**config.mk**
```make
export PLATFORM = sky130hd
export DESIGN_NAME = sample_scheduler_flat
export DESIGN_NICKNAME = d
export VERILOG_FILES = /design/src/rtl/sample_scheduler_if.sv /design/src/rtl/sample_scheduler.sv /design/src/flat_wrapper.sv
export SDC_FILE = /design/constraint.sdc
export NUM_CORES = 1
export LEC_CHECK = 0
export CORE_UTILIZATION = 59
export DETAILED_ROUTE_END_ITERATION = 8
export GPL_TIMING_DRIVEN = 0
export PLACE_DENSITY_LB_ADDON = 0.1
export SYNTH_ARGS = -nofsm -noshare
export SYNTH_HDL_FRONTEND = slang
export SYNTH_SLANG_ARGS = --single-unit
```
**constraint.sdc**
```tcl
create_clock -name clk -period 3.6 [get_ports clk]
set_input_delay 0.72 -clock clk [delete_from_list [all_inputs] [get_ports clk]]
set_output_delay 0.72 -clock clk [all_outputs]
set_load 0.02 [all_outputs]
```
**src/rtl/sample_scheduler_if.sv**
```systemverilog
`default_nettype none
// ----------------------------------------------------------------------------
// sample_scheduler_if -- EBI register bus plus unit-sample and FIFO signals
// Revision 1.0
// ----------------------------------------------------------------------------
interface sample_scheduler_if;
   logic [18:0] addr;
   logic [15:0] ebi_data_in;
   logic [15:0] ebi_data_out;
   logic        cs;
   logic        re;
   logic        wr;
   logic [7:0]  channel_select;
   logic        output_sample;
   logic [15:0] sample_data;
   logic        fifo_full;
   logic        fifo_wr;
   logic [15:0] fifo_din;
   logic        busy;

   modport master (
      output addr, ebi_data_in, cs, re, wr, sample_data, fifo_full,
      input  ebi_data_out, channel_select, output_sample, fifo_wr, fifo_din, busy
   );

   modport slave (
      input  addr, ebi_data_in, cs, re, wr, sample_data, fifo_full,
      output ebi_data_out, channel_select, output_sample, fifo_wr, fifo_din, busy
   );
endinterface
`default_nettype wire

```
**src/rtl/sample_scheduler.sv**
```systemverilog
`default_nettype none
// ----------------------------------------------------------------------------
// sample_scheduler -- periodic sweep over an EBI-programmed channel list, one sample per unit into a FIFO
// Revision 1.0
// ----------------------------------------------------------------------------
module sample_scheduler #(
   parameter int POSITION  = 243,
   parameter int MAX_UNITS = 16
) (
   input  wire logic         clk,
   input  wire logic         rst,
   sample_scheduler_if.slave bus
);
   localparam int               CNT_W      = $clog2(MAX_UNITS + 1);
   localparam int               LIST_DEPTH = 2 ** CNT_W;
   localparam logic [CNT_W-1:0] MAX_CNT    = CNT_W'(MAX_UNITS);

   typedef enum logic [2:0] {
      IDLE    = 3'd0,
      SELECT  = 3'd1,
      STROBE  = 3'd2,
      CAPTURE = 3'd3,
      WRITE   = 3'd4
   } state_t;

   state_t           state;
   state_t           state_next;
   logic [7:0]       list [LIST_DEPTH];
   logic [CNT_W-1:0] num_units;
   logic [CNT_W-1:0] idx;
   logic             run;
   logic [15:0]      period;
   logic [15:0]      period_cnt;
   logic [15:0]      drop_count;
   logic [15:0]      miss_count;
   logic [15:0]      sample_reg;
   logic [15:0]      read_data;
   logic [15:0]      ebi_out_reg;
   logic [7:0]       channel_reg;
   logic             wr_d;
   logic             selected;
   logic             write_en;
   logic             clear;
   logic             tick;
   logic             last_unit;

   assign selected  = bus.cs && (bus.addr[18:8] == 11'(POSITION));
   assign write_en  = selected && bus.wr && !wr_d;
   assign clear     = write_en && (bus.addr[7:0] == 8'd1);
   assign tick      = run && (period_cnt == period);
   // Live num_units lets entries appended mid-sweep still be visited.
   assign last_unit = ((CNT_W+1)'(idx) + (CNT_W+1)'(1)) >= (CNT_W+1)'(num_units);

   assign bus.output_sample  = (state == STROBE);
   assign bus.fifo_wr        = (state == WRITE) && !bus.fifo_full;
   assign bus.busy           = (state != IDLE);
   assign bus.fifo_din       = sample_reg;
   assign bus.channel_select = channel_reg;
   assign bus.ebi_data_out   = ebi_out_reg;

   always_ff @(posedge clk) begin
      if (rst) state <= IDLE;
      else     state <= state_next;
   end

   always_comb begin
      state_next = state;
      case (state)
         IDLE:    if (tick && (num_units != '0)) state_next = SELECT;
         SELECT:  state_next = STROBE;
         STROBE:  state_next = CAPTURE;
         CAPTURE: state_next = WRITE;
         WRITE:   state_next = last_unit ? IDLE : SELECT;
         default: state_next = IDLE;
      endcase
      if (clear) state_next = IDLE;
   end

   always_comb begin
      read_data = '0;
      case (bus.addr[7:0])
         8'd2:    read_data = {15'd0, run};
         8'd4:    read_data = 16'(num_units);
         8'd5:    read_data = drop_count;
         8'd6:    read_data = miss_count;
         default: read_data = '0;
      endcase
   end

   // List storage carries no reset so it can map onto RAM.
   always_ff @(posedge clk) begin
      if (write_en && (bus.addr[7:0] == 8'd0) && (num_units != MAX_CNT))
         list[num_units] <= bus.ebi_data_in[7:0];
   end

   always_ff @(posedge clk) begin
      if (rst) begin
         wr_d        <= 1'b0;
         num_units   <= '0;
         idx         <= '0;
         run         <= 1'b0;
         period      <= '0;
         period_cnt  <= '0;
         drop_count  <= '0;
         miss_count  <= '0;
         sample_reg  <= '0;
         channel_reg <= '0;
         ebi_out_reg <= '0;
      end else begin
         wr_d <= bus.wr;

         if (write_en) begin
            case (bus.addr[7:0])
               8'd0:    if (num_units != MAX_CNT) num_units <= num_units + CNT_W'(1);
               8'd1:    num_units <= '0;
               8'd2:    run <= bus.ebi_data_in[0];
               8'd3:    period <= bus.ebi_data_in;
               default: ;
            endcase
         end

         if (write_en && (bus.addr[7:0] == 8'd3)) period_cnt <= '0;
         else if (!run || (period_cnt >= period)) period_cnt <= '0;
         else period_cnt <= period_cnt + 16'd1;

         if (clear || (state == IDLE)) idx <= '0;
         else if (state == WRITE)      idx <= last_unit ? '0 : idx + CNT_W'(1);

         if (state == SELECT)  channel_reg <= list[idx];
         if (state == CAPTURE) sample_reg  <= bus.sample_data;

         if ((state == WRITE) && bus.fifo_full && (drop_count != 16'hFFFF))
            drop_count <= drop_count + 16'd1;
         if (tick && (state != IDLE) && (miss_count != 16'hFFFF))
            miss_count <= miss_count + 16'd1;

         if (selected && bus.re) ebi_out_reg <= read_data;
      end
   end
endmodule
`default_nettype wire
```
**src/flat_wrapper.sv**
```systemverilog
// flat-port wrapper written by rule: the top's interface ports become plain ports
module sample_scheduler_flat 
#(
   parameter int POSITION  = 243,
   parameter int MAX_UNITS = 16
)
  (clk, rst, bus_addr, bus_ebi_data_in, bus_cs, bus_re, bus_wr, bus_sample_data, bus_fifo_full, bus_ebi_data_out, bus_channel_select, bus_output_sample, bus_fifo_wr, bus_fifo_din, bus_busy);
  sample_scheduler_if bus_i ();
  input  wire logic clk;
  input  wire logic rst;
  input wire logic [$bits(bus_i.addr)-1:0] bus_addr;
  input wire logic [$bits(bus_i.ebi_data_in)-1:0] bus_ebi_data_in;
  input wire logic [$bits(bus_i.cs)-1:0] bus_cs;
  input wire logic [$bits(bus_i.re)-1:0] bus_re;
  input wire logic [$bits(bus_i.wr)-1:0] bus_wr;
  input wire logic [$bits(bus_i.sample_data)-1:0] bus_sample_data;
  input wire logic [$bits(bus_i.fifo_full)-1:0] bus_fifo_full;
  output wire logic [$bits(bus_i.ebi_data_out)-1:0] bus_ebi_data_out;
  output wire logic [$bits(bus_i.channel_select)-1:0] bus_channel_select;
  output wire logic [$bits(bus_i.output_sample)-1:0] bus_output_sample;
  output wire logic [$bits(bus_i.fifo_wr)-1:0] bus_fifo_wr;
  output wire logic [$bits(bus_i.fifo_din)-1:0] bus_fifo_din;
  output wire logic [$bits(bus_i.busy)-1:0] bus_busy;
  assign bus_i.addr = bus_addr;
  assign bus_i.ebi_data_in = bus_ebi_data_in;
  assign bus_i.cs = bus_cs;
  assign bus_i.re = bus_re;
  assign bus_i.wr = bus_wr;
  assign bus_i.sample_data = bus_sample_data;
  assign bus_i.fifo_full = bus_fifo_full;
  assign bus_ebi_data_out = bus_i.ebi_data_out;
  assign bus_channel_select = bus_i.channel_select;
  assign bus_output_sample = bus_i.output_sample;
  assign bus_fifo_wr = bus_i.fifo_wr;
  assign bus_fifo_din = bus_i.fifo_din;
  assign bus_busy = bus_i.busy;
  sample_scheduler #(.POSITION(POSITION), .MAX_UNITS(MAX_UNITS)) u_core (.clk(clk), .rst(rst), .bus(bus_i));
endmodule
```
# Yosys cells after proc, flatten, opt, wreduce, memory -nomap -nowiden
# Memory sizes are Yosys's and may differ from the RTL's. A register that Yosys moved wholly into a read port is not among the register bits.
# Cells that the tools add are included.
[totals]
reg_bits = 111
n_memories = 1
inputBits = 57
wordCells = 77
ramBits = 256
[mem_list]
columns = ["memory", "depth", "word_bits", "read_ports", "rd_ports_with_merged_regs", "wr", "line_no", "rtl"]
rows = [
  ["u_core.list", 32, 8, 1, 1, 1, "sample_scheduler.sv:28", "logic [7:0] list [LIST_DEPTH];"],
]
[op_classes]
n_lt_le_gt_ge = 2
n_mux = 9
add_sub_neg = 6
eq_ne = 17
reduce_logical = 31
[op_table]
columns = ["cell", "count"]
rows = [
  ["16-bit one-hot mux with 4 select lines", 1],
  ["16-bit by 1-bit adder with 16-bit output, second input constant", 3],
  ["16-bit != test, second input constant", 2],
  ["8-bit by 3-bit equality test with 1-bit output, second input constant", 3],
  ["16-bit equality test", 1],
  ["8-bit by 2-bit equality test with 1-bit output, second input constant", 2],
  ["16-bit >= comparator", 1],
  ["1-bit logical AND", 15],
  ["3-bit one-hot mux with 5 select lines", 1],
  ["11-bit by 8-bit equality test with 1-bit output, second input constant", 1],
  ["5-bit by 1-bit adder with 5-bit output, second input constant", 2],
  ["5-bit 2-to-1 mux", 2],
  ["5-bit one-hot mux with 2 select lines", 1],
  ["8-bit by 1-bit equality test with 1-bit output, second input constant", 1],
  ["8-bit logical NOT", 1],
  ["5-bit by 1-bit adder with 6-bit output, second input constant", 1],
  ["3-bit by 2-bit equality test with 1-bit output, second input constant", 2],
  ["6-bit by 5-bit >= comparator with 1-bit output", 1],
  ["5-bit != test, second input constant", 1],
  ["5-bit nonzero test", 1],
  ["2-bit AND reduction", 2],
  ["2-bit OR reduction", 2],
  ["3-bit by 1-bit equality test with 1-bit output, second input constant", 1],
  ["3-bit equality test, second input constant", 1],
  ["11 further kinds", 16],
]

# Logic depth before layout (Yosys ltp)
[depth]
depth_word = 8
mapped_depth = 11
depth_no_buf = 8

# Least setup slack after synthesis
# Ideal clock, no wire load.
[synth_path]
path_kind = "input -> register"
startpoint = "in bus_addr[5]"
endpoint = "mem u_core.list[28][0] (enable)"
path_slack_ps = 452
n_path_buf = 1
cell_stages = 6
arrival_time_ps = 2778
path_cell_list = "or4_4 -> nor4_2 -> nand2_1 -> or4_1 -> clkbuf_1 -> nor2_1"
[synth_between]
elab_chain_len = 5
[synth_rtl]
columns = ["item", "line_no", "rtl"]
rows = [
  ["start: declaration", "flat_wrapper.sv:11", "input wire logic [$bits(bus_i.addr)-1:0] bus_addr;"],
  ["8-bit logical NOT", "sample_scheduler.sv:92", "if (write_en && (bus.addr[7:0] == 8'd0) && (num_units != MAX_CNT))"],
  ["1-bit logical AND (2 in series)", "sample_scheduler.sv:92", ""],
  ["1-bit 2-to-1 mux", "sample_scheduler.sv:92", ""],
  ["1-bit 2-to-1 mux (implied by the code)", "sample_scheduler.sv:93", "list[num_units] <= bus.ebi_data_in[7:0];"],
  ["end: declaration", "sample_scheduler.sv:28", ""],
]
# Every way passes these cells.

# Worst setup path in the final report
[layout_path]
startpoint = "in bus_addr[5]"
endpoint = "mem u_core.list[21][3] (enable)"
# The elaborated chain is that of the path after synthesis.

==> results.yml <==
power:
  ir_drop_mv: 0.355
  power_density_nw_per_um2: 482
  clkPwrFrac: 0.472
  seqPwrFrac: 0.508
  p_comb_frac: 0.021
  power.share.switching: 0.197
  internal_power_mw: 7.29
  leakagePower_nw: 5.87
  p_switching_mw: 1.79
clocking:
  holdBufCountCts: 0
  cts_buffer_depth: 3
  cts_tree: "yes"
  htree_levels: 2
  clock_latency_ns: 0.53
  numClockSinks: 375
  clk_transition_reported_paths_ns: 0.06
  cts_root_buf: "clkbuf_16"
  numCtsBuffers: 39
global_route:
  grt_usage: 0.270
  grt_overflow: 0
  first_global_vias: 10200
  met2_usage: 0.450
  antenna_found_initial: 0
  grtUsageMet3: 0.0555
  grt_busiest_layer: "met2"
  grt_pass1_wl_um: 56900
  grt_max_degree: 35
  grt_use_met1: 0.358
timing:
  fin_crit_ns: 3.41
  hold_violations: 0
  rsz0062_at_grt: "false"
  setup_viol_count_final: 0
  slew_headroom: 0.0541
  slew_violations: 0
  tightest_slew_ns: 1.41
  post-route-period-util: 0.946
  skew_ns: 0.0168
  fmax_mhz: 294
drt:
  wl_per_cell_um: 21.6
  drc: 2
  dr.pass1.iters: 8
  vias_per_cell: 6.06
  drt_iter0_markers: 965
  postRouteAntennaNets: 0
  wl_um: 36400
  vias: 10200
final_layout:
  finalNetCount: 1408
  finish.utilization: 0.719
  stdcell_area_um2: 18800
  diodes: 0
  n_fill_cell: 1691
  area_growth_pct: 18.8
  drive_gt1_frac: 0.154
synth:
  synth-edff-count: 256
  synth-seq-cells: 375
  ys_warn_count: 0
  synth_top_flop_cell: "edfxtp_1"
  seq_area_frac_synth: 0.635
  async_flop_share: 0
  synth_cell_types: 64
  mappedNetlistArea_um2: 15900
  synthCells: 1174
  synth.avg_cell_area_um2: 13.5
critical_path:
  end_kind: "flop"
  cp.required_ns: 3.79
  worst-path-max-fanout: 8
  cp.arrival_ns: 3.60
  reg2reg_slack_ns: 0.32
  worst_setup_path_start_kind: "input port"
  path_class: "input port to flop"
placement:
  port_buffers: 99
  place.gp.congestion: 0.869
  placed_area_um2: 17300
  hpwl_um: 24500
floorplanning:
  fp.dieArea_um2: 27500
  rows: 59
  start_util: 0.605
  die_y_um: 166
  core-area_um2: 26200
  die_w_um: 166
  ioPinCount: 100
flow_run:
  drv_cap: 0
run_status:
  status: "complete, but fails checks"
  violations: "design-rule violations"
worst_hold_path:
  hold_class: "flop to flop"
-- logic make-up (layout without fill, tap and decap cells) --
| family | count (synthesis) | after routing | synth area share |
|---|---|---|---|
| flip-flops | 375 | 375 | 0.635 |
| AND/OR/NAND/NOR | 374 | 374 | 0.119 |
| AO/OA/AOI/OAI | 187 | 187 | 0.0761 |
| buffers and inverters | 90 | 262 | 0.0231 |
| multiplexers | 86 | 86 | 0.106 |
| XOR/XNOR | 32 | 32 | 0.0177 |
| adder cells (fa/ha/maj) | 29 | 29 | 0.0229 |
| other | 1 | 8 | 0.000237 |
-- timing repair --
item,in CTS,in global routing
setup endpoints to repair,109,221
pin swaps,0,2
buffers inserted,0,2
gates resized for setup,10,25
-- cells in the mapped netlist (all sizes together), types with 24 or more instances --
master / n / area [um^2]
xnor2: 24 / 210
nand2: 118 / 443
mux4: 64 / 1440
nor3: 30 / 150
nand3: 29 / 145
clkbuf: 43 / 161
edfxtp: 256 / 7690
a21oi: 64 / 320
o21ai: 40 / 200
dfxtp: 119 / 2380
nor2: 89 / 359
inv: 29 / 109
ha: 29 / 363
-- metrics by stage --
| step | hold slack, ns | setup TNS, ns | cells | total power, mW | setup slack, ns |
|---|---|---|---|---|---|
| after detailed placement | 0.446 | -125.04 | 1615 | 4.89 | -0.630 |
| after global routing | 0.481 | 0 | 1688 | 9.32 | 0.0222 |
| after CTS | 0.453 | -2.87 | 1687 | 9.13 | -0.0571 |
| final | 0.452 | 0 | 1688 | 9.08 | 0.194 |
| after floorplan | 0.432 | 0 | 1181 | 4.75 | 0.452 |
| after global placement | 0.439 | -116.19 | 1615 | 4.88 | -0.599 |
-- cell usage in the layout, fill, tap and decap left out, types with 10 or more instances in the layout --
| cell type | netlist | routed |
|---|---|---|
| inv_1 | 29 | 29 |
| and2_1 | 12 | 12 |
| clkbuf_16 | 0 | 40 |
| dfxtp_1 | 119 | 119 |
| a22oi_2 | 10 | 10 |
| o21ai_0 | 40 | 40 |
| nor2_1 | 79 | 56 |
| clkdlybuf4s50_1 | 0 | 99 |
| mux2i_1 | 12 | 12 |
| nand3_1 | 29 | 29 |
| edfxtp_1 | 256 | 256 |
| o31ai_1 | 14 | 14 |
| nor2_2 | 10 | 25 |
| xnor2_1 | 24 | 24 |
| nor3_1 | 30 | 30 |
| o22ai_1 | 15 | 15 |
| nand4_1 | 16 | 16 |
| ha_1 | 29 | 29 |
| a21oi_1 | 64 | 64 |
| clkbuf_1 | 43 | 46 |
| nand2_1 | 118 | 118 |
| mux4_2 | 64 | 64 |
| a22o_1 | 11 | 11 |
| or3_1 | 10 | 10 |
-- registers in the layout (all words and copies together), names as in the netlist --
signal                     cells
u_core.miss_count             16
u_core.num_units               5
u_core.bus.ebi_data_out       16
u_core.drop_count             16
u_core.period_cnt             16
u_core.list                  256
u_core.state                   3
u_core.bus.channel_select      8
u_core.period                 16
u_core.run                     1
u_core.wr_d                    1
u_core.bus.fifo_din           16
u_core.idx                     5
-- power groups by stage --
stage          Combinational (mW)  Clock [mW]  Sequential (mW)
2_1_floorplan              0.0475           0             4.70
3_3_place_gp                0.180           0             4.70
3_5_place_dp                0.185           0             4.70
4_1_cts                     0.187        4.34             4.61
5_1_grt                     0.201        4.51             4.61
6_report                    0.187        4.29             4.61
-- final timing paths --
check,startpoint,endpoint,cells past startpoint
hold reg to reg,u_core.period[14],u_core.period[14],2
hold / removal,u_core.period[14],u_core.period[14],2
setup reg to reg,u_core.idx[0],u_core.idx[2],10
setup / recovery,bus_addr[5],u_core.list[21][3],7
-- cell type report --
cell class	count	area, um^2	share of cell area
clock inverter	26	333	0.0177
timing repair buffer	101	1030	0.0547
tap	335	419	0.0223
inverter	29	109	0.00578
clock buffer	46	1050	0.0559
multi-input combinational	716	5560	0.295
sequential	375	10100	0.535
buffer	60	255	0.0136
-- worst max-delay path: stages --
cell	delay, ns
clkdlybuf4s50_1	0.44
or4_4	0.61
nor4_4	0.29
nand2_1	0.23
or4_1	0.43
clkbuf_1	0.44
nor2_4	0.43
-- layer usage --
layer | up-vias | share of wire
met4 | 0 | 0.026
li1 | 4758 | -
met3 | 68 | 0.076
met1 | 4975 | 0.41
met5 | - | 0
met2 | 426 | 0.49
(Power assumes the default switching activity.)
